--- src/rtl/imm_pkg.sv ---
// Shared immediate-format codes and defaults for the immediate generation stage.
// Codes 10-15 are illegal and decode to zero with an error flag.
package imm_pkg;

  localparam int XLEN_DEFAULT = 32;

  localparam logic [3:0] IMM_I      = 4'd0;
  localparam logic [3:0] IMM_SHAMT5 = 4'd1;
  localparam logic [3:0] IMM_S      = 4'd2;
  localparam logic [3:0] IMM_B      = 4'd3;
  localparam logic [3:0] IMM_LUI    = 4'd4;
  localparam logic [3:0] IMM_AUIPC  = 4'd5;
  localparam logic [3:0] IMM_J      = 4'd6;
  localparam logic [3:0] IMM_I2     = 4'd7;
  localparam logic [3:0] IMM_SHAMT6 = 4'd8;
  localparam logic [3:0] IMM_ZIMM   = 4'd9;

  function automatic logic is_legal_sel(input logic [3:0] sel);
    return (sel <= IMM_ZIMM);
  endfunction

endpackage

--- src/rtl/imm_decode.sv ---
// Combinational RISC-V immediate decoder: builds a 32-bit value, then widens
// it to XLEN by copying bit 31 (zero-extended formats have bit 31 clear).
module imm_decode
  import imm_pkg::*;
#(
  parameter int XLEN = XLEN_DEFAULT
) (
  input  logic [24:0]     inst_31_7,
  input  logic [3:0]      imm_sel,
  output logic [XLEN-1:0] imm,
  output logic            sel_err
);

  logic [31:7] inst;
  logic [31:0] imm32;

  assign inst = inst_31_7;

  always_comb begin
    imm32   = '0;
    sel_err = 1'b0;
    case (imm_sel)
      IMM_I, IMM_I2:       imm32 = {{20{inst[31]}}, inst[31:20]};
      IMM_SHAMT5:          imm32 = {27'b0, inst[24:20]};
      IMM_S:               imm32 = {{20{inst[31]}}, inst[31:25], inst[11:7]};
      IMM_B:               imm32 = {{19{inst[31]}}, inst[31], inst[7], inst[30:25],
                                    inst[11:8], 1'b0};
      IMM_LUI, IMM_AUIPC:  imm32 = {inst[31:12], 12'b0};
      IMM_J:               imm32 = {{11{inst[31]}}, inst[31], inst[19:12], inst[20],
                                    inst[30:21], 1'b0};
      IMM_SHAMT6:          imm32 = {26'b0, inst[25:20]};
      IMM_ZIMM:            imm32 = {27'b0, inst[19:15]};
      default: begin
        imm32   = '0;
        sel_err = !is_legal_sel(imm_sel);
      end
    endcase
  end

  if (XLEN == 64) begin : g_xlen64
    assign imm = {{32{imm32[31]}}, imm32};
  end else begin : g_xlen32
    assign imm = imm32;
  end

endmodule

--- src/rtl/imm_gen_stage.sv ---
// Immediate generation stage: decodes on enqueue and buffers {imm, tag, err}
// in a 2-entry skid FIFO so upstream ready never depends on downstream ready.
module imm_gen_stage
  import imm_pkg::*;
#(
  parameter int XLEN  = XLEN_DEFAULT,
  parameter int TAG_W = 8
) (
  input  logic             clk,
  input  logic             rst_n,
  input  logic             flush,
  input  logic             in_valid,
  output logic             in_ready,
  input  logic [24:0]      inst_31_7,
  input  logic [3:0]       imm_sel,
  input  logic [TAG_W-1:0] in_tag,
  output logic             out_valid,
  input  logic             out_ready,
  output logic [XLEN-1:0]  imm,
  output logic [TAG_W-1:0] out_tag,
  output logic             sel_err
);

  localparam int DEPTH = 2;

  logic [XLEN-1:0]  imm_mem [DEPTH];
  logic [TAG_W-1:0] tag_mem [DEPTH];
  logic             err_mem [DEPTH];

  logic [1:0]       count;
  logic             wr_ptr;
  logic             rd_ptr;
  logic             push;
  logic             pop;
  logic [XLEN-1:0]  dec_imm;
  logic             dec_err;

  imm_decode #(
    .XLEN(XLEN)
  ) u_decode (
    .inst_31_7(inst_31_7),
    .imm_sel  (imm_sel),
    .imm      (dec_imm),
    .sel_err  (dec_err)
  );

  // Ready comes only from the registered count, and is held low during reset.
  assign in_ready  = rst_n && (count < 2'd2);
  assign out_valid = (count != 2'd0);
  assign push      = in_valid && in_ready;
  assign pop       = out_valid && out_ready;

  always_ff @(posedge clk or negedge rst_n) begin
    if (!rst_n) begin
      count  <= 2'd0;
      wr_ptr <= 1'b0;
      rd_ptr <= 1'b0;
    end else if (flush) begin
      count  <= 2'd0;
      wr_ptr <= 1'b0;
      rd_ptr <= 1'b0;
    end else begin
      if (push) begin
        wr_ptr <= ~wr_ptr;
      end
      if (pop) begin
        rd_ptr <= ~rd_ptr;
      end
      case ({push, pop})
        2'b10:   count <= count + 2'd1;
        2'b01:   count <= count - 2'd1;
        default: count <= count;
      endcase
    end
  end

  // Payload storage needs no reset: every read is masked by out_valid.
  always_ff @(posedge clk) begin
    if (push && !flush) begin
      imm_mem[wr_ptr] <= dec_imm;
      tag_mem[wr_ptr] <= in_tag;
      err_mem[wr_ptr] <= dec_err;
    end
  end

  assign imm     = out_valid ? imm_mem[rd_ptr] : '0;
  assign out_tag = out_valid ? tag_mem[rd_ptr] : '0;
  assign sel_err = out_valid ? err_mem[rd_ptr] : 1'b0;

endmodule
--- config.mk ---
export PLATFORM = sky130hd
export DESIGN_NAME = imm_gen_stage
export DESIGN_NICKNAME = d
export VERILOG_FILES = /design/src/rtl/imm_pkg.sv /design/src/rtl/imm_decode.sv /design/src/rtl/imm_gen_stage.sv
export SDC_FILE = /design/constraint.sdc
export NUM_CORES = 1
export LEC_CHECK = 0
export ABC_AREA = 1
export BUFFER_PORTS_ARGS = -buffer_cell sky130_fd_sc_hd__buf_2
export CORE_ASPECT_RATIO = 0.7
export CORE_MARGIN = 5
export CORE_UTILIZATION = 59
export CTS_BUF_LIST = sky130_fd_sc_hd__clkbuf_4 sky130_fd_sc_hd__clkbuf_8
export DETAILED_ROUTE_END_ITERATION = 10
export PLACE_DENSITY = 0.95
export SLEW_MARGIN = 20
export SYNTH_ARGS = -nofsm -noshare
export SYNTH_HDL_FRONTEND = slang
export SYNTH_SLANG_ARGS = --single-unit
--- constraint.sdc ---
create_clock -name clk -period 5 [get_ports clk]
set_clock_uncertainty 0.1 [all_clocks]
set_input_delay 0.25 -clock clk [delete_from_list [all_inputs] [get_ports clk]]
set_output_delay 0.25 -clock clk [all_outputs]
set_load 0.005 [all_outputs]
-- Yosys cells after proc, flatten, opt, wreduce, memory -nomap -nowiden
Memory sizes are Yosys's and may differ from the RTL's.
Index checks and enable logic that the tools add are counted.
W data, S select, Z words.
- magnitude comparators: 2
- $add $sub $neg: 2
- bitwise logic cells: 2
- reductions and logical operators: 14
- multiplexer cells: 13
- equality and inequality tests: 11
- operators by type and width (kind ; count):
    $pmux W32 S8 ; 1
    $mux W32 ; 1
    $eq A4 B3 Y1 const B ; 4
    $reduce_or A10 Y1 ; 1
    $eq A4 B2 Y1 const B ; 2
    $eq A4 B4 Y1 const B ; 2
    $mux W1 ; 8
    $mux W8 ; 1
    $reduce_bool A2 Y1 ; 3
    $eq A4 B1 Y1 const B ; 1
    $le A4 B4 Y1 const B ; 1
    $logic_and A1 B1 Y1 ; 4
    $logic_not A4 Y1 ; 1
    $pmux W2 S2 ; 1
    $reduce_or A2 Y1 ; 2
    $reduce_bool A3 Y1 ; 1
    $add A2 B1 Y2 const B ; 1
    $eq A2 B1 Y1 const B ; 1
    $eq A2 B2 Y1 const B ; 1
    $logic_not A1 Y1 ; 2
    $lt A2 B2 Y1 const B ; 1
    $mux W2 ; 1
    $not A1 Y1 ; 2
    $sub A2 B1 Y2 const B ; 1
- memories kept: 3
- bits in writable memories: 82
- logic and storage cells: 50
- register bits after elaboration: 4
- memories (name ; depth ; width ; rd ports ; clocked after memory_dff ; write ports ; line ; RTL):
    imm_mem ; 2 ; 32 ; 1 ; 0 ; 1 ; imm_gen_stage.sv:26 ; logic [XLEN-1:0] imm_mem [DEPTH];
    tag_mem ; 2 ; 8 ; 1 ; 0 ; 1 ; imm_gen_stage.sv:27 ; logic [TAG_W-1:0] tag_mem [DEPTH];
    err_mem ; 2 ; 1 ; 1 ; 0 ; 1 ; imm_gen_stage.sv:28 ; logic err_mem [DEPTH];

-- Longest topological paths before layout
Gate-level depths: netlist of the first run.
- word-level depth: 6
- gate-level depth with buffers: 8

-- Cells and area by module
From an unflattened synthesis of the first run, not the netlist that was laid out.
- cells, all modules: 419
- area total of the unflattened synthesis: 4042.6 um^2
- modules (own cells, without submodules) (module ; area an instance (um^2) ; times used ; seq. area each (um^2) ; cells each):
    imm_gen_stage ; 3296.9 ; 1 ; 2562.5 ; 258
    imm_decode ; 745.7 ; 1 ; 0.0 ; 161

-- Worst setup path before layout of the first run
No wires, ideal clock.
- kind: flip-flop to flip-flop
- from: register count[1]
- to: memory err_mem[0], enable pin
- path buffers: 0
- stages on the path, launching flop included: 6
- slack: 1.985 ns
- arrival: 2.476 ns
- setup time: 0.439 ns
- cells stage by stage: dfrtp_1 > inv_1 > nand3_1 > inv_1 > nand2_1 > nor2_1
- word-level cells in the longest chain between the ends: 6
- RTL lines (element ; line ; RTL):
    start: declaration ; imm_gen_stage.sv:30 ; logic [1:0] count;
    start signal: assignment ; imm_gen_stage.sv:70 ; 2'b10: count <= count + 2'd1;
    start signal: assignment ; imm_gen_stage.sv:71 ; 2'b01: count <= count - 2'd1;
    start signal: assignment ; imm_gen_stage.sv:72 ; default: count <= count;
    $lt A2 B2 Y1 ; imm_gen_stage.sv:48 ; assign in_ready = rst_n && (count < 2'd2);
    $logic_and A1 B1 Y1 ; imm_gen_stage.sv:48 ;
    $logic_and A1 B1 Y1 ; imm_gen_stage.sv:50 ; assign push = in_valid && in_ready;
    $logic_and A1 B1 Y1 ; imm_gen_stage.sv:79 ; if (push && !flush) begin
    $mux W1 ; imm_gen_stage.sv:79 ;
    $mux W1 (implied by the code) ; imm_gen_stage.sv:82 ; err_mem[wr_ptr] <= dec_err;
    end: declaration ; imm_gen_stage.sv:28 ;
No other way between the ends.

-- Worst setup path in the final report of the first run
- from: register rd_ptr
- to: output imm[30]
- word-level cells in the longest chain between the ends: 2
- RTL lines (element ; line ; RTL):
    start: declaration ; imm_gen_stage.sv:32 ; logic rd_ptr;
    start signal: assignment ; imm_gen_stage.sv:67 ; rd_ptr <= ~rd_ptr;
    $mem_v2 Z2 W32 ; -- ;
    $mux W32 ; imm_gen_stage.sv:86 ; assign imm = out_valid ? imm_mem[rd_ptr] : '0;
    end: declaration ; imm_gen_stage.sv:19 ; output logic [XLEN-1:0] imm,
No other way between the ends.

==> results.ini, run 1 <==
[routing]
wire_per_inst_um = 16.7
ant_nets = 0
drcViolationCount = 0
dr.pass1.iters = 5
vias = 3030
drtIter0Drc = 205
routed_wl_um = 9040
vias_per_cell = 5.59

[clock_network]
h-tree-depth = 3
clkTransAtPathRegs_ns = 0.08
post-cts-setup-buffers = 0
clk_latency_ns = 0.35
cts_tree = done
cts_sinks = 86
cts_root_buffer = clkbuf_8
cts_buffers = 9
cts_buffer_depth = 2

[critical_path]
critPathCaptureType = output pin
r2r-start = count[1]
r2r_cells = 6
cp_top_family = buffers and inverters
max_stage_delay_ns = 0.57
cp_data_arrival_time_ns = 2.15
cp_slowest_cell = clkinv_1
cp.depth = 5
required_ns = 4.65
crit_type = register to output pin
startpoint_type = register
crit_buf_inv = 3
cp_max_fo = 22
crit_chain = clkinv_1 -> buf_4 -> nand2_1 -> a21oi_1 -> buf_2
crit_start = rd_ptr

[placement]
gp_congestion = 0.934
postPlaceCellArea_sq_um = 4270
dp_hpwl_um = 5870
io_buffers = 84

[pwr]
netSwitchingFraction_pct = 26.3
ir_drop_uv = 205
combPwrFrac_pct = 17.6
power.density_nw_per_um2 = 367
p_int_w = 0.00125
pwr-share-clk_pct = 33.6
p_sw_w = 0.000445
seqPwrFrac_pct = 48.9
p_leak_nw = 2.03

[synthesis]
synth_top_area_share_pct = 65.1
synth_warnings = 0
avgSynthCellArea_sq_um = 10.3
synth_cell_types = 22
syn_inst = 368
yosysTopAreaCell = edfxtp_1
mappedNetlistArea_sq_um = 3780
ys_ff_latch = 86
syn_nets = 410
yosysSeqAreaShare_pct = 67.7
synth.area.top_cells = edfxtp_1 (65%), nand2_1 (15%), a21oi_1 (5.6%), dfrtp_1 (2.6%), inv_1 (1.9%)

[grt]
grt_usage_pct = 23.1
grt_pass1_vias = 3089
grt_max_degree = 43
grt_pass1_wl_um = 14800
grt_overflow = 0
antenna_found_initial = 0

[floorplanning]
rows = 24
core_area_sq_um = 6220
die_h_um = 77.0
die_w_um = 106
die_area_sq_um = 8140
start_util_pct = 60.9
num_io_pins = 85

[final_layout]
fin_area_sq_um = 4620
diodes = 0
final_core_util_pct = 74.3
syn_to_final_growth_pct = 22.0
final_nets = 502
drive_gt1_share_pct = 23.9

[sta]
setup_tns_ns = 0
fin_crit_ns = 2.50
slew_viol_final = 0
final.period_utilization_pct = 50.1
fmax_mhz = 400
relSlewSlack_pct = 32.7
finalHoldViolations = 0
worst_slew_pin_slew_ns = 1.01
setup_viol = 0
rsz0062_at_grt = no

[worst_hold_path]
min-delay-start = out_ready
min_path_type = primary input to register
min_path_cells = 3

[run_status]
outcome = finished clean

[job]
maxCapViolCount = 0

## metrics by stage
step                      hold WS, ns  setup slack, ns  std cells  power [W]
final                           0.120             2.50        542    0.00169
after global routing            0.129             2.35        542    0.00177
after CTS                       0.110             2.51        541    0.00170
after detailed placement      -0.0237             2.61        517    0.00113
after global placement        -0.0307             2.71        517    0.00112
after floorplan                -0.146             1.98        368    0.00100
## cell families after synthesis
family                 after synthesis  synth area share [%]
flip-flops                          86                  67.7
buffers and inverters               36                  4.17
AO/OA/AOI/OAI                       57                  7.87
AND/OR/NAND/NOR                    189                  20.3
## flip-flops by register name (all words and copies together), names as in the netlist
name,count
imm_mem,64
rd_ptr,1
tag_mem,16
count,2
err_mem,2
wr_ptr,1
## power by group through the flow
| stage | sequential, W | clock (W) | combinational [W] |
|---|---|---|---|
| 2_1_floorplan | 0.000840 | 0 | 0.000164 |
| 5_1_grt | 0.000831 | 0.000607 | 0.000331 |
| 3_5_place_dp | 0.000845 | 0 | 0.000287 |
| 3_3_place_gp | 0.000843 | 0 | 0.000277 |
| 6_report | 0.000828 | 0.000569 | 0.000298 |
| 4_1_cts | 0.000829 | 0.000572 | 0.000294 |
## layout make-up
type / count / area, sq um
multi-input combinational: 246 / 1090
timing repair buffer: 97 / 561
fill: 422 / 1600
sequential: 86 / 2560
inverter: 20 / 75.1
clock buffer: 9 / 124
clock inverter: 6 / 111
tap: 78 / 97.6
## tightest hold or removal path: cells and delay by family
kind / cells / cell delay (ns)
buf+inv: 1 / 0.11
compound gates: 1 / 0.08
simple gates: 1 / 0.10
## routing by layer
layer	global-route usage (%)	share of wire [%]	vias to the layer above	routed length, um
met5	0	0	-	0
met4	4.92	0.71	0	64
met3	6.80	9.0	7	810
met2	39.0	48	143	4380
met1	29.9	42	1443	3780
li1	-	-	1437	-
## final timing paths
| path | slack, ns | endpoint |
|---|---|---|
| setup / recovery | 2.50 | imm[30] |
| hold / removal | 0.12 | rd_ptr |
| setup reg to reg | 2.81 | imm_mem[0][4] |
| hold reg to reg | 0.48 | wr_ptr |
| max in group asynchronous | 4.52 | rd_ptr |
| min in group asynchronous | 0.15 | count[0] |
## cell usage after synthesis
| library cell | instances |
|---|---|
| clkinv_1 | 1 |
| dfrtp_1 | 4 |
| nand3_1 | 13 |
| a22oi_1 | 1 |
| inv_1 | 19 |
| nor3_1 | 2 |
| nor2_1 | 15 |
| nor3b_1 | 1 |
| nor2_4 | 2 |
| clkbuf_1 | 7 |
| buf_2 | 6 |
| a21oi_1 | 42 |
| edfxtp_1 | 82 |
| o21ai_0 | 11 |
| nand2_1 | 148 |
| buf_4 | 2 |
| o211ai_2 | 1 |
| a31oi_1 | 1 |
| nand4_1 | 6 |
| o22ai_1 | 1 |
| nand2_2 | 2 |
| buf_6 | 1 |
## cells in the final DEF, fill, tap and decap left out
cell type,n
nor2_1,12
a22oi_1,1
nor2_4,5
nor3_1,2
nand2_2,2
buf_4,3
buf_2,84
dlygate4sd3_1,9
o22ai_1,1
clkinv_2,1
dfrtp_1,4
clkinv_1,1
o21ai_0,11
clkbuf_8,9
a21oi_1,42
nand2_1,148
a31oi_1,1
o211ai_2,1
bufinv_16,3
nand4_1,6
inv_1,19
edfxtp_1,82
clkinv_4,1
nor3b_1,1
buf_16,1
nand3_1,13
clkinvlp_4,1
## timing repair
item                                   in CTS  in global routing
resized for setup                           0                  0
endpoints found under the hold margin      20                  0
hold buffers                                9                  0
setup endpoints to repair                   0                  0
Power figures use the tool's default switching activity.
==> run 2: changes to the inputs <==
--- a/config.mk
+++ b/config.mk
@@ -9,10 +9,10 @@
 export BUFFER_PORTS_ARGS = -buffer_cell sky130_fd_sc_hd__buf_2
 export CORE_ASPECT_RATIO = 0.7
 export CORE_MARGIN = 5
-export CORE_UTILIZATION = 59
+export CORE_UTILIZATION = 50
 export CTS_BUF_LIST = sky130_fd_sc_hd__clkbuf_4 sky130_fd_sc_hd__clkbuf_8
 export DETAILED_ROUTE_END_ITERATION = 10
-export PLACE_DENSITY = 0.95
+export PLACE_DENSITY = 0.88
 export SLEW_MARGIN = 20
 export SYNTH_ARGS = -nofsm -noshare
 export SYNTH_HDL_FRONTEND = slang
==> constraint.sdc (replaced) <==
create_clock -name clk -period 2.1 [get_ports clk]
set_clock_uncertainty 0.1 [all_clocks]
set_input_delay 0.105 -clock clk [delete_from_list [all_inputs] [get_ports clk]]
set_output_delay 0.105 -clock clk [all_outputs]
set_load 0.005 [all_outputs]
==> run 2 against run 1 <==
Compared with the run above:
- global-route usage decreased by 2.2 points
- routed wire length increased by 3.4%
- flip-flop and latch count unchanged
- non-clock buffer count increased by 23
- clock power increased by 120%
- sequential power increased by 140%
- worst hold slack got worse by 0.097 ns
- critical path depth increased by 1
- clock-buffer cell count unchanged
- total power increased by 140%
==> results.ini, run 2 (synthesized netlist as in run 1, its figures left out) <==
[critical_path]
crit_type = register to register
cp_data_arrival_time_ns = 1.90  ; -0.25 ns
cp_max_fo = 20  ; -9.1%
critPathCaptureType = register
required_ns = 2.07  ; -2.58 ns
startpoint_type = register

[routing]
dr.pass1.iters = 5  ; unchanged
vias_per_cell = 5.30  ; -5.2%
ant_nets = 0  ; unchanged
vias = 3107  ; +2.5%
drcViolationCount = 0  ; unchanged
routed_wl_um = 9340  ; +3.4%
drtIter0Drc = 262  ; +28%
wire_per_inst_um = 15.9  ; -4.4%

[pwr]
ir_drop_uv = 509  ; +150%
p_leak_nw = 2.13  ; +5.1%
power.density_nw_per_um2 = 819  ; +120%

[grt]
antenna_found_initial = 0  ; unchanged
grt_pass1_vias = 3003  ; -2.8%
grt_overflow = 0  ; unchanged
grt_max_degree = 42  ; -2.3%
grt_pass1_wl_um = 14900  ; +0.84%
grt_usage_pct = 20.9  ; -2.2 points

[sta]
final.period_utilization_pct = 92.2
setup_viol = 0  ; unchanged
fmax_mhz = 517
worst_slew_pin_slew_ns = 0.552  ; -0.455 ns
rsz0062_at_grt = no
finalHoldViolations = 0  ; unchanged
slew_viol_final = 0  ; unchanged
fin_crit_ns = 1.94
relSlewSlack_pct = 62.9  ; +30 points
setup_tns_ns = 0  ; unchanged
hold_ws_ns = 0.0233  ; -0.0971 ns

[run_status]
outcome = finished clean

[final_layout]
final_core_util_pct = 66.8  ; -7.5 points
largest_reg_flops = 64  ; unchanged
final_nets = 525  ; +4.6%
diodes = 0  ; unchanged
syn_to_final_growth_pct = 29.1
drive_gt1_share_pct = 23.4  ; -0.56 points
fin_cells = 586  ; +8.1%
layout_commonest_cell = nand2_1
top_register = imm_mem
seq_area_sq_um = 2560  ; unchanged
multiInputGateArea_sq_um = 1090  ; unchanged
most-common-layout-cells = nand2_1 (148), buf_2 (84), edfxtp_1 (82)
top_regs = imm_mem: 64 flops, tag_mem: 16 flops
fillers = 556  ; +32%

[clock_network]
clkTransAtPathRegs_ns = 0.08  ; about the same
cts_root_buffer = clkbuf_8
post-cts-setup-buffers = 0  ; unchanged
cts_sinks = 86  ; unchanged
cts_tree = done
cts_buffers = 9  ; unchanged
cts_buffer_depth = 2  ; unchanged
cts_resized = 0  ; unchanged
cts-hold-fix-buffers = 30  ; +21
h-tree-depth = 3  ; unchanged
clk_latency_ns = 0.35  ; about the same

[floorplanning]
core_area_sq_um = 7320  ; +18%
die_h_um = 82.8  ; +7.5%
die_area_sq_um = 9440  ; +16%
num_io_pins = 85  ; unchanged
die_w_um = 114  ; +7.8%
rows = 26  ; +8.3%
start_util_pct = 51.7  ; -9.2 points

[worst_hold_path]
min_path_type = primary input to register

[placement]
dp_cells = 540  ; +4.4%
dp_hpwl_um = 6150  ; +4.8%
io_buffers = 84  ; unchanged
gp_congestion = 0.912  ; -2.4%

[job]
maxCapViolCount = 0  ; unchanged

==> run 2: area by class of cell <==
cell class,count,share of cell area [%]
clock buffer,9,2.54
clock inverter,7,2.02
inverter,20,1.54
multi-input combinational,246,22.3
sequential,86,52.4
tap,98,2.51
timing repair buffer,120,16.7
==> run 2: worst max-delay path, cell delays in order, from the launching register on <==
cell and delay (ns):
dfrtp_1 0.44, inv_1 0.12, nand3_1 0.19, inv_1 0.16, nand2_1 0.11, nor2_4 0.30
buf_12 0.22
==> run 2: metal layers <==
metal / routed length (um) / vias up / part of all wire (%) / global-route usage (%)
met5: 0 / - / 0 / 0
met4: 103 / 0 / 1.1 / 4.86
met3: 937 / 12 / 10 / 7.75
met2: 4340 / 167 / 46 / 34.5
met1: 3970 / 1444 / 42 / 26.8
li1: - / 1484 / - / -
==> run 2: power breakdown <==
group | switching [W] | total (W) | leakage, nW | internal [W]
registers | 0.0000252 | 0.00197 | 0.813 | 0.00194
logic | 0.000481 | 0.000771 | 1.21 | 0.000290
clock network | 0.000588 | 0.00126 | 0.109 | 0.000673
total | 0.00109 | 0.00400 | 2.13 | 0.00291
==> run 2: worst paths after layout <==
kind | from | endpoint | slack, ns | cells past startpoint
setup / recovery | count[1] | imm_mem[0][20] | 0.16 | 6
hold / removal | inst_31_7[10] | imm_mem[0][17] | 0.02 | 3
setup reg to reg | count[1] | imm_mem[0][20] | 0.16 | 6
hold reg to reg | wr_ptr | wr_ptr | 0.51 | 1
max in group asynchronous | rst_n | count[0] | 1.13 | 3
min in group asynchronous | rst_n | rd_ptr | 0.60 | 3
==> run 2: per-stage QoR <==
stage          total power, W  instance area [sq um]  setup WS [ns]
2_1_floorplan         0.00239                   3800          0.138
3_3_place_gp          0.00271                   4360          0.289
3_5_place_dp          0.00273                   4360          0.220
4_1_cts               0.00403                   4890          0.181
5_1_grt               0.00420                   4890         0.0706
6_report              0.00400                   4890          0.164
==> run 3: changes to the inputs <==
--- a/config.mk
+++ b/config.mk
@@ -13,6 +13,7 @@
 export CTS_BUF_LIST = sky130_fd_sc_hd__clkbuf_4 sky130_fd_sc_hd__clkbuf_8
 export DETAILED_ROUTE_END_ITERATION = 10
 export PLACE_DENSITY = 0.88
+export RECOVER_POWER = 100
 export SLEW_MARGIN = 20
 export SYNTH_ARGS = -nofsm -noshare
 export SYNTH_HDL_FRONTEND = slang
==> run 3 against run 2 <==
Compared with the run above:
- total power fell by 0.95%
- highest routed layer unchanged
- register-to-register slack about the same
- cell count unchanged
- worst hold slack better by 0.0046 ns
- clock power about the same
- setup slack improved by 0.0036 ns
- global-route usage did not move
- combinational power decreased by 3.6%
==> results.ini, run 3 (synthesized netlist as in run 1, its figures left out) <==
[run_status]
outcome = finished clean

[sta]
final.period_utilization_pct = 92.0  ; -0.17 points
finalHoldViolations = 0  ; unchanged
rsz0062_at_grt = no
slew_viol_final = 0  ; unchanged
fin_crit_ns = 1.93  ; -0.00360 ns
fmax_mhz = 518  ; +0.19%
setup_viol = 0  ; unchanged
relSlewSlack_pct = 58.9  ; -4.0 points
worst_slew_pin_slew_ns = 0.617  ; +0.0649 ns
setup_tns_ns = 0  ; unchanged

[final_layout]
drive_gt1_share_pct = 14.3  ; -9.0 points
largest_reg_flops = 64  ; unchanged
top_regs = imm_mem: 64 flops, tag_mem: 16 flops
syn_to_final_growth_pct = 27.0
final_core_util_pct = 65.7  ; -1.1 points
layout_commonest_cell = nand2_1
top_register = imm_mem
diodes = 0  ; unchanged
fillers = 584  ; +5.0%
most-common-layout-cells = nand2_1 (149), edfxtp_1 (82), a21oi_1 (42)
final_nets = 525  ; unchanged

[grt]
grt_pass1_wl_um = 14900  ; unchanged
grt_pass1_vias = 3003  ; unchanged
grt_usage_pct = 20.9  ; unchanged
grt_overflow = 0  ; unchanged
grt_max_degree = 42  ; unchanged
antenna_found_initial = 0  ; unchanged

[routing]
vias = 3091  ; -0.51%
vias_per_cell = 5.27  ; -0.51%
ant_nets = 0  ; unchanged
wire_per_inst_um = 15.8  ; -0.63%
dr.pass1.iters = 5  ; unchanged
drtIter0Drc = 257  ; -1.9%
routed_wl_um = 9290  ; -0.63%
drcViolationCount = 0  ; unchanged

[critical_path]
reg2reg_slack_ns = 0.17  ; about the same
r2r-start = count[1]
r2r_end = imm_mem[0][20]
cp_data_arrival_time_ns = 1.73  ; -0.17 ns
startpoint_type = register
crit_chain = clkbuf_4 -> nand2_1 -> a21oi_1 -> buf_2
max_stage_delay_ns = 0.46  ; +0.02 ns
cp_slowest_cell = clkbuf_4
critPathCaptureType = output pin
required_ns = 1.89  ; -0.18 ns
crit_type = register to output pin
cp_max_fo = 41  ; +110%
crit_start = rd_ptr
r2r_cells = 6  ; unchanged

[clock_network]
clkTransAtPathRegs_ns = 0.08  ; about the same
clk_latency_ns = 0.35  ; about the same
h-tree-depth = 3  ; unchanged
cts_root_buffer = clkbuf_8
post-cts-setup-buffers = 0  ; unchanged
cts_sinks = 86  ; unchanged
cts_buffer_depth = 2  ; unchanged
cts-hold-fix-buffers = 30  ; unchanged
cts_tree = done
cts_buffers = 9  ; unchanged
cts_resized = 0  ; unchanged

[floorplanning]
start_util_pct = 51.7  ; unchanged
die_area_sq_um = 9440  ; unchanged
die_h_um = 82.8  ; unchanged
core_area_sq_um = 7320  ; unchanged
die_w_um = 114  ; unchanged
num_io_pins = 85  ; unchanged
rows = 26  ; unchanged

[placement]
io_buffers = 84  ; unchanged
gp_congestion = 0.912  ; unchanged
dp_hpwl_um = 6150  ; unchanged

[pwr]
ir_drop_uv = 508  ; -0.18%
p_leak_nw = 1.96  ; -7.9%
p_total_w = 0.00396  ; -0.95%
power.density_nw_per_um2 = 825  ; +0.68%

[worst_hold_path]
holdPathEnd = imm_mem[0][17]
min_path_type = primary input to register
min-delay-start = inst_31_7[10]
min_path_cells = 3  ; unchanged

[job]
maxCapViolCount = 0  ; unchanged

==> run 3: cell count changes in the layout (fill, tap and decap cells not counted), sizes merged <==
cell	previous run	this run
buf	90	42
clkbuf	9	57
==> run 3: per-stage QoR <==
| step | instance area, sq um | setup slack (ns) | std cells | hold WS [ns] |
|---|---|---|---|---|
| finish | 4810 | 0.168 | 586 | 0.0278 |
| global route | 4810 | 0.0549 | 586 | 0.0230 |
| CTS | 4890 | 0.181 | 586 | 0.00196 |
| detailed placement | 4360 | 0.220 | 540 | -0.170 |
| global placement | 4360 | 0.289 | 540 | -0.174 |
| floorplan | 3800 | 0.138 | 368 | -0.291 |
==> run 3: worst max-delay path by stage <==
stage	slack, ns	depth (start not counted)	endpoint
after floorplan	0.14	5	err_mem[0]
after global placement	0.29	6	imm_mem[0][21]
after detailed placement	0.22	6	imm_mem[0][21]
after CTS	0.18	4	imm[31]
after global routing	0.05	4	imm[31]
final	0.17	4	imm[31]
==> run 3: report_power, final <==
group	total [W]	internal (W)	switching (W)	leakage, nW
Combinational	0.000743	0.000260	0.000483	1.04
Clock	0.00125	0.000673	0.000578	0.109
Sequential	0.00197	0.00194	0.0000252	0.813
Total	0.00396	0.00288	0.00109	1.96
==> run 3: final cells by class <==
| cell class | count | area, sq um | area share [%] |
|---|---|---|---|
| well taps | 98 | 123 | 2.55 |
| multi-input cells | 246 | 1070 | 22.3 |
| inverters | 20 | 75.1 | 1.56 |
| clock inverters | 7 | 98.8 | 2.06 |
| clock buffers | 9 | 124 | 2.58 |
| repair buffers | 120 | 752 | 15.6 |
| flip-flops and latches | 86 | 2560 | 53.3 |
==> run 3: worst max-delay path: cells and delay by family, from the launching register on <==
| family | cells | cell delay (ns) |
|---|---|---|
| buffers and inverters | 2 | 0.63 |
| flip-flops | 1 | 0.36 |
| AO/OA/AOI/OAI | 1 | 0.28 |
| AND/OR/NAND/NOR | 1 | 0.10 |
==> run 3: per-layer routing <==
metal | wire, um | global-route usage, %
met5 | 0 | 0
met4 | 114 | 4.86
met3 | 883 | 7.75
met2 | 4360 | 34.5
met1 | 3930 | 26.8
